## config.mk

```make
export PLATFORM = sky130hd
export DESIGN_NAME = sha256_block_sequencer
export DESIGN_NICKNAME = d
export VERILOG_FILES = /design/src/rtl/sha256_block_sequencer.sv
export SDC_FILE = /design/constraint.sdc
export NUM_CORES = 2
export LEC_CHECK = 0
export CORE_AREA = 2 2 609 611
export CTS_CLUSTER_SIZE = 10
export DETAILED_ROUTE_END_ITERATION = 16
export DIE_AREA = 0 0 611 613
export GPL_ROUTABILITY_DRIVEN = 0
export HOLD_SLACK_MARGIN = 0.08
export PLACE_DENSITY = 0.3
export SETUP_SLACK_MARGIN = 0.4
export SLEW_MARGIN = 10
export SYNTH_ARGS = -nofsm -noshare
export SYNTH_HDL_FRONTEND = slang
export SYNTH_SLANG_ARGS = --single-unit
```

## constraint.sdc

```tcl
create_clock -name aclk -period 1.5 [get_ports aclk]
set_input_delay 0.3 -clock aclk [delete_from_list [all_inputs] [get_ports aclk]]
set_output_delay 0.3 -clock aclk [all_outputs]
set_load 0.1 [all_outputs]
```

## src/rtl/sha256_block_sequencer.sv

```systemverilog
// Sequences pre-padded 512-bit blocks through a single-block SHA-256 core and returns the final digest.
// Optional WAIT watchdog: define SEQ_TIMEOUT_EN.
module sha256_block_sequencer #(
   parameter int CNT_W          = 16,
   parameter int TIMEOUT_CYCLES = 1024
) (
   input  logic             aclk,
   input  logic             areset,
   input  logic             s_blk_valid,
   output logic             s_blk_ready,
   input  logic [511:0]     s_blk_data,
   input  logic             s_blk_first,
   input  logic             s_blk_last,
   output logic             core_start,
   output logic             core_init,
   output logic [511:0]     core_block,
   input  logic             core_done,
   input  logic [255:0]     core_digest,
   output logic             m_dig_valid,
   input  logic             m_dig_ready,
   output logic [255:0]     m_dig_data,
   output logic [CNT_W-1:0] blk_count,
   output logic             busy,
   output logic             err_seq,
   output logic             timeout
);

   typedef enum logic [1:0] {S_IDLE, S_START, S_WAIT, S_OUT} state_t;

   state_t state;
   logic   msg_open;
   logic   last_q;
   logic   blk_accept;
   logic   first_eff;

   if (CNT_W < 1 || TIMEOUT_CYCLES < 1) begin : g_param_check
      $error("sha256_block_sequencer: CNT_W and TIMEOUT_CYCLES must be >= 1");
   end

   assign blk_accept = s_blk_valid & s_blk_ready;
   assign first_eff  = s_blk_first | ~msg_open;
   assign busy       = (state != S_IDLE);

`ifdef SEQ_TIMEOUT_EN
   localparam int TO_W = $clog2(TIMEOUT_CYCLES + 1);
   logic [TO_W-1:0] wait_cnt;
   logic            wait_expired;
   assign wait_expired = (wait_cnt == TO_W'(TIMEOUT_CYCLES - 1));
`else
   assign timeout = 1'b0;
`endif

   // NOTE: every register here is updated with non-blocking assignments, so all
   // branches read pre-edge values no matter the statement order.
   always_ff @(posedge aclk) begin
      if (areset) begin
         state       <= S_IDLE;
         msg_open    <= 1'b0;
         last_q      <= 1'b0;
         s_blk_ready <= 1'b0;
         core_start  <= 1'b0;
         core_init   <= 1'b0;
         // NOTE: the wide data registers are reset too, because they drive ports
         // that must read 0 while in reset; pure storage would not need it.
         core_block  <= '0;
         m_dig_valid <= 1'b0;
         m_dig_data  <= '0;
         blk_count   <= '0;
         err_seq     <= 1'b0;
`ifdef SEQ_TIMEOUT_EN
         wait_cnt    <= '0;
         timeout     <= 1'b0;
`endif
      end else begin
         core_start <= 1'b0;
         case (state)
            S_IDLE: begin
               s_blk_ready <= 1'b1;
               if (blk_accept) begin
                  s_blk_ready <= 1'b0;
                  core_start  <= 1'b1;
                  core_init   <= first_eff;
                  core_block  <= s_blk_data;
                  last_q      <= s_blk_last;
                  if (first_eff)
                     blk_count <= '0;
                  // first without an open chain is fine; first==msg_open is the error case
                  if (s_blk_first == msg_open)
                     err_seq <= 1'b1;
                  state <= S_START;
               end
            end
            S_START: begin
`ifdef SEQ_TIMEOUT_EN
               wait_cnt <= '0;
`endif
               state <= S_WAIT;
            end
            S_WAIT: begin
               if (core_done) begin
                  if (blk_count != {CNT_W{1'b1}})
                     blk_count <= blk_count + 1'b1;
                  if (last_q) begin
                     m_dig_data  <= core_digest;
                     m_dig_valid <= 1'b1;
                     state       <= S_OUT;
                  end else begin
                     msg_open    <= 1'b1;
                     s_blk_ready <= 1'b1;
                     state       <= S_IDLE;
                  end
               end
`ifdef SEQ_TIMEOUT_EN
               else if (wait_expired) begin
                  timeout     <= 1'b1;
                  msg_open    <= 1'b0;
                  s_blk_ready <= 1'b1;
                  state       <= S_IDLE;
               end else begin
                  wait_cnt <= wait_cnt + 1'b1;
               end
`endif
            end
            S_OUT: begin
               if (m_dig_ready) begin
                  m_dig_valid <= 1'b0;
                  msg_open    <= 1'b0;
                  s_blk_ready <= 1'b1;
                  state       <= S_IDLE;
               end
            end
            default: state <= S_IDLE;
         endcase
      end
   end

endmodule

```

==> impl_metrics.tcl <==
set metrics [dict create \
    syn_area_mm2 0.0276 \
    hp-class "in2reg" \
    cp-end-kind "primary output" \
    peakVddDrop_mv 0.891 \
    synth_ff_type "dfxtp_1" \
    cts_sinks 793 \
    grt_max_degree 63 \
    cpPeakStageDelay_ps 350 \
    first_pass_iters 7 \
    tritoncts "done" \
    p_seq_share_pct 33.2 \
    slowest_stage "dfxtp_4" \
    path_max_fanout 2 \
    grt_pass1_wl_um 331000 \
    ioPinCount 1566 \
    r2r_cells 11 \
    dpl.cell_count 9888 \
    grt_pass1_vias 35195 \
    postSynth.asyncResetShare_pct 0 \
    detail-route-antenna-nets 0 \
    hold_depth 3 \
    via_per_inst 3.18 \
    rsz0062_at_grt "yes" \
    cp_data_required_time_ps 1200 \
    p_int_uw 46100 \
    fp.dieH_um 613 \
    routedWlPerCell_um 24.2 \
    nets 6837 \
    crit_arrival_ps 1610 \
    finalClockSkew_ps 68.0 \
    synth_top_area_share_pct 57.6 \
    antenna_found_initial 117 \
    fmax_ghz 0.525 \
    netlist_top_cells_count "1558 x nand2_1, 793 x dfxtp_1, 775 x a21oi_1, 129 x clkbuf_1, 127 x buf_2" \
    hold_viol 0 \
    coreArea_mm2 0.368 \
    pwr-share-comb_pct 25.3 \
    syn_area_per_cell_um2 7.86 \
    swShare_pct 32.6 \
    worst_slack_ps -406 \
    start_util_pct 7.49 \
    yosys_warnings 0 \
    syn_nets 4282 \
    hold_slack_ps 121 \
    min_period_ps 1910 \
    seq_area_frac_synth_pct 57.6 \
    path_clk_slew_ps 50 \
    row_count 223 \
    power_uw 68400 \
    grt-ovfl-total 0 \
    path_cells "nor2_4 -> buf_6 -> inv_4 -> buf_12" \
    synthTopCellsByArea "dfxtp_1 58%, nand2_1 21%, a21oi_1 14%" \
    violations "negative setup slack" \
    fillers 40299 \
    ys_seq_elements 793 \
    startpoint_type "flip-flop" \
    setup_viol 1574 \
    p_per_area_mw_per_mm2 906 \
    synth_most_common_cell "nand2_1" \
    areaGrowthSynthToFinish_pct 174 \
    track_usage_pct 13.0 \
    r2r_end "m_dig_data[2]" \
    drcViolationCount 0 \
    clockPowerShare_pct 41.6 \
    power.leakage_uw 0.0270 \
    drt-total-wl_um 267000 \
    numCtsBuffers 116 \
    clock_latency_ps 840 \
    via_count 35057 \
    r2r_setup_slack_ps -350 \
    hp-start "core_digest[98]" \
    clk_path_buf_depth 4 \
    finalCritPeriodShare_pct 127 \
    dpl.hpwl_um 214000 \
    whs_endpoint "m_dig_data[98]" \
    yosysTopAreaCell "dfxtp_1" \
    synth.distinct_cells 53 \
    r2r_start "state[0]" \
    layout.cells.non_filler 11016 \
    htreeDepth 3 \
    drive_above_1_share_pct 37.0 \
    drtIter0Drc 1507 \
    cts_root_buf "clkbuf_16" \
    synth_edf_count 0 \
    port-buffer-count 1564 \
    path_class "reg2out" \
    power_switching_uw 22300 \
    maxSlewViolCount 0 \
    max_cap_violations 0 \
    die_x_um 611 \
    syn_inst 3505 \
    dieArea_mm2 0.375 \
    status "finished, violations left" \
    utilization_pct 20.5 \
]
## power by group through the flow
stage | logic (µW) | clock network (µW) | registers (µW)
2_1_floorplan | 2010 | 0 | 27800
3_3_place_gp | 14700 | 0 | 23200
3_5_place_dp | 14700 | 0 | 23200
4_1_cts | 16900 | 29700 | 22700
5_1_grt | 18000 | 30300 | 22800
6_report | 17300 | 28400 | 22700
## cell type report
| cell class | count | area, µm² | share of cell area (%) |
|---|---|---|---|
| inverter | 9 | 36.3 | 0.0481 |
| clock buffer | 179 | 3460 | 4.59 |
| tap | 4837 | 6050 | 8.02 |
| multi-input combinational | 2438 | 11300 | 15.0 |
| antenna | 26 | 65.1 | 0.0863 |
| clock inverter | 32 | 385 | 0.511 |
| sequential | 793 | 17100 | 22.7 |
| timing repair buffer | 2702 | 37000 | 49.0 |
## worst max-delay path, delay by kind of cell, from the launching register on
family,cells,cell delay [ps]
buffers and inverters,3,280
flip-flops,1,350
AND/OR/NAND/NOR,1,110
## cell families (layout without fill, tap and decap cells)
family	count (synthesis)	count (layout)	synth area share [%]
mux	6	6	0.218
compound gates	812	812	15.1
flops	793	793	57.6
buf+inv	274	2922	4.34
fa+ha+maj	2	2	0.0908
simple gates	1617	1617	22.6
other cells	1	27	0.0136
## how the worst max path moves through the flow
stage / endpoint / from / slack (ps) / cells after the start
after global routing: busy / state[1] / -510 / 4
after detailed placement: blk_count[1] / s_blk_first / -1270 / 8
final: busy / state[1] / -410 / 4
after floorplan: blk_count[2] / blk_count[1] / -260 / 5
after global placement: blk_count[6] / s_blk_first / -1350 / 8
after CTS: busy / state[0] / -550 / 4
## state kept, by name, indices dropped and copies added, names as in the netlist
name,cells
blk_count,16
core_block,512
core_init,1
core_start,1
err_seq,1
last_q,1
m_dig_data,256
m_dig_valid,1
msg_open,1
s_blk_ready,1
state,2
## metal layers
metal	GRT usage, %	routed length (µm)	vias to the layer above
li1	-	-	16559
met1	14.4	103000	16946
met2	24.8	142000	1177
met3	3.34	15900	341
met4	2.65	5690	34
met5	0	217	-
## metrics by stage
| step | area, µm² | TNS [ps] | worst slack [ps] |
|---|---|---|---|
| after floorplan | 28100 | -2850 | -262 |
| after global placement | 59200 | -421160 | -1350 |
| after detailed placement | 59200 | -433130 | -1270 |
| after CTS | 72200 | -390760 | -547 |
| after global routing | 75400 | -449510 | -512 |
| final | 75400 | -310120 | -406 |
## timing repair
| item | CTS | global route |
|---|---|---|
| hold endpoints to repair | 734 | 0 |
| setup buffers | 76 | 57 |
| hold buffers | 685 | 0 |
| gates cloned | 11 | 62 |
| resized for setup | 814 | 320 |
| setup endpoints to repair | 1582 | 1583 |
| pin swaps | 3 | 80 |
## placed cells by master (no fill, tap or decap), types with 30 or more instances in the layout
cell	count
dfxtp_1	134
clkbuf_16	171
clkbuf_8	30
clkdlybuf4s50_1	772
nand2_1	1481
buf_12	891
buf_6	52
dlygate4sd3_1	685
nand2_4	34
clkbuf_1	32
buf_4	202
dfxtp_4	165
a21oi_2	81
buf_16	30
a21oi_1	694
dfxtp_2	494
nand2_2	43
Note: power is estimated with default switching activity, not from simulation.
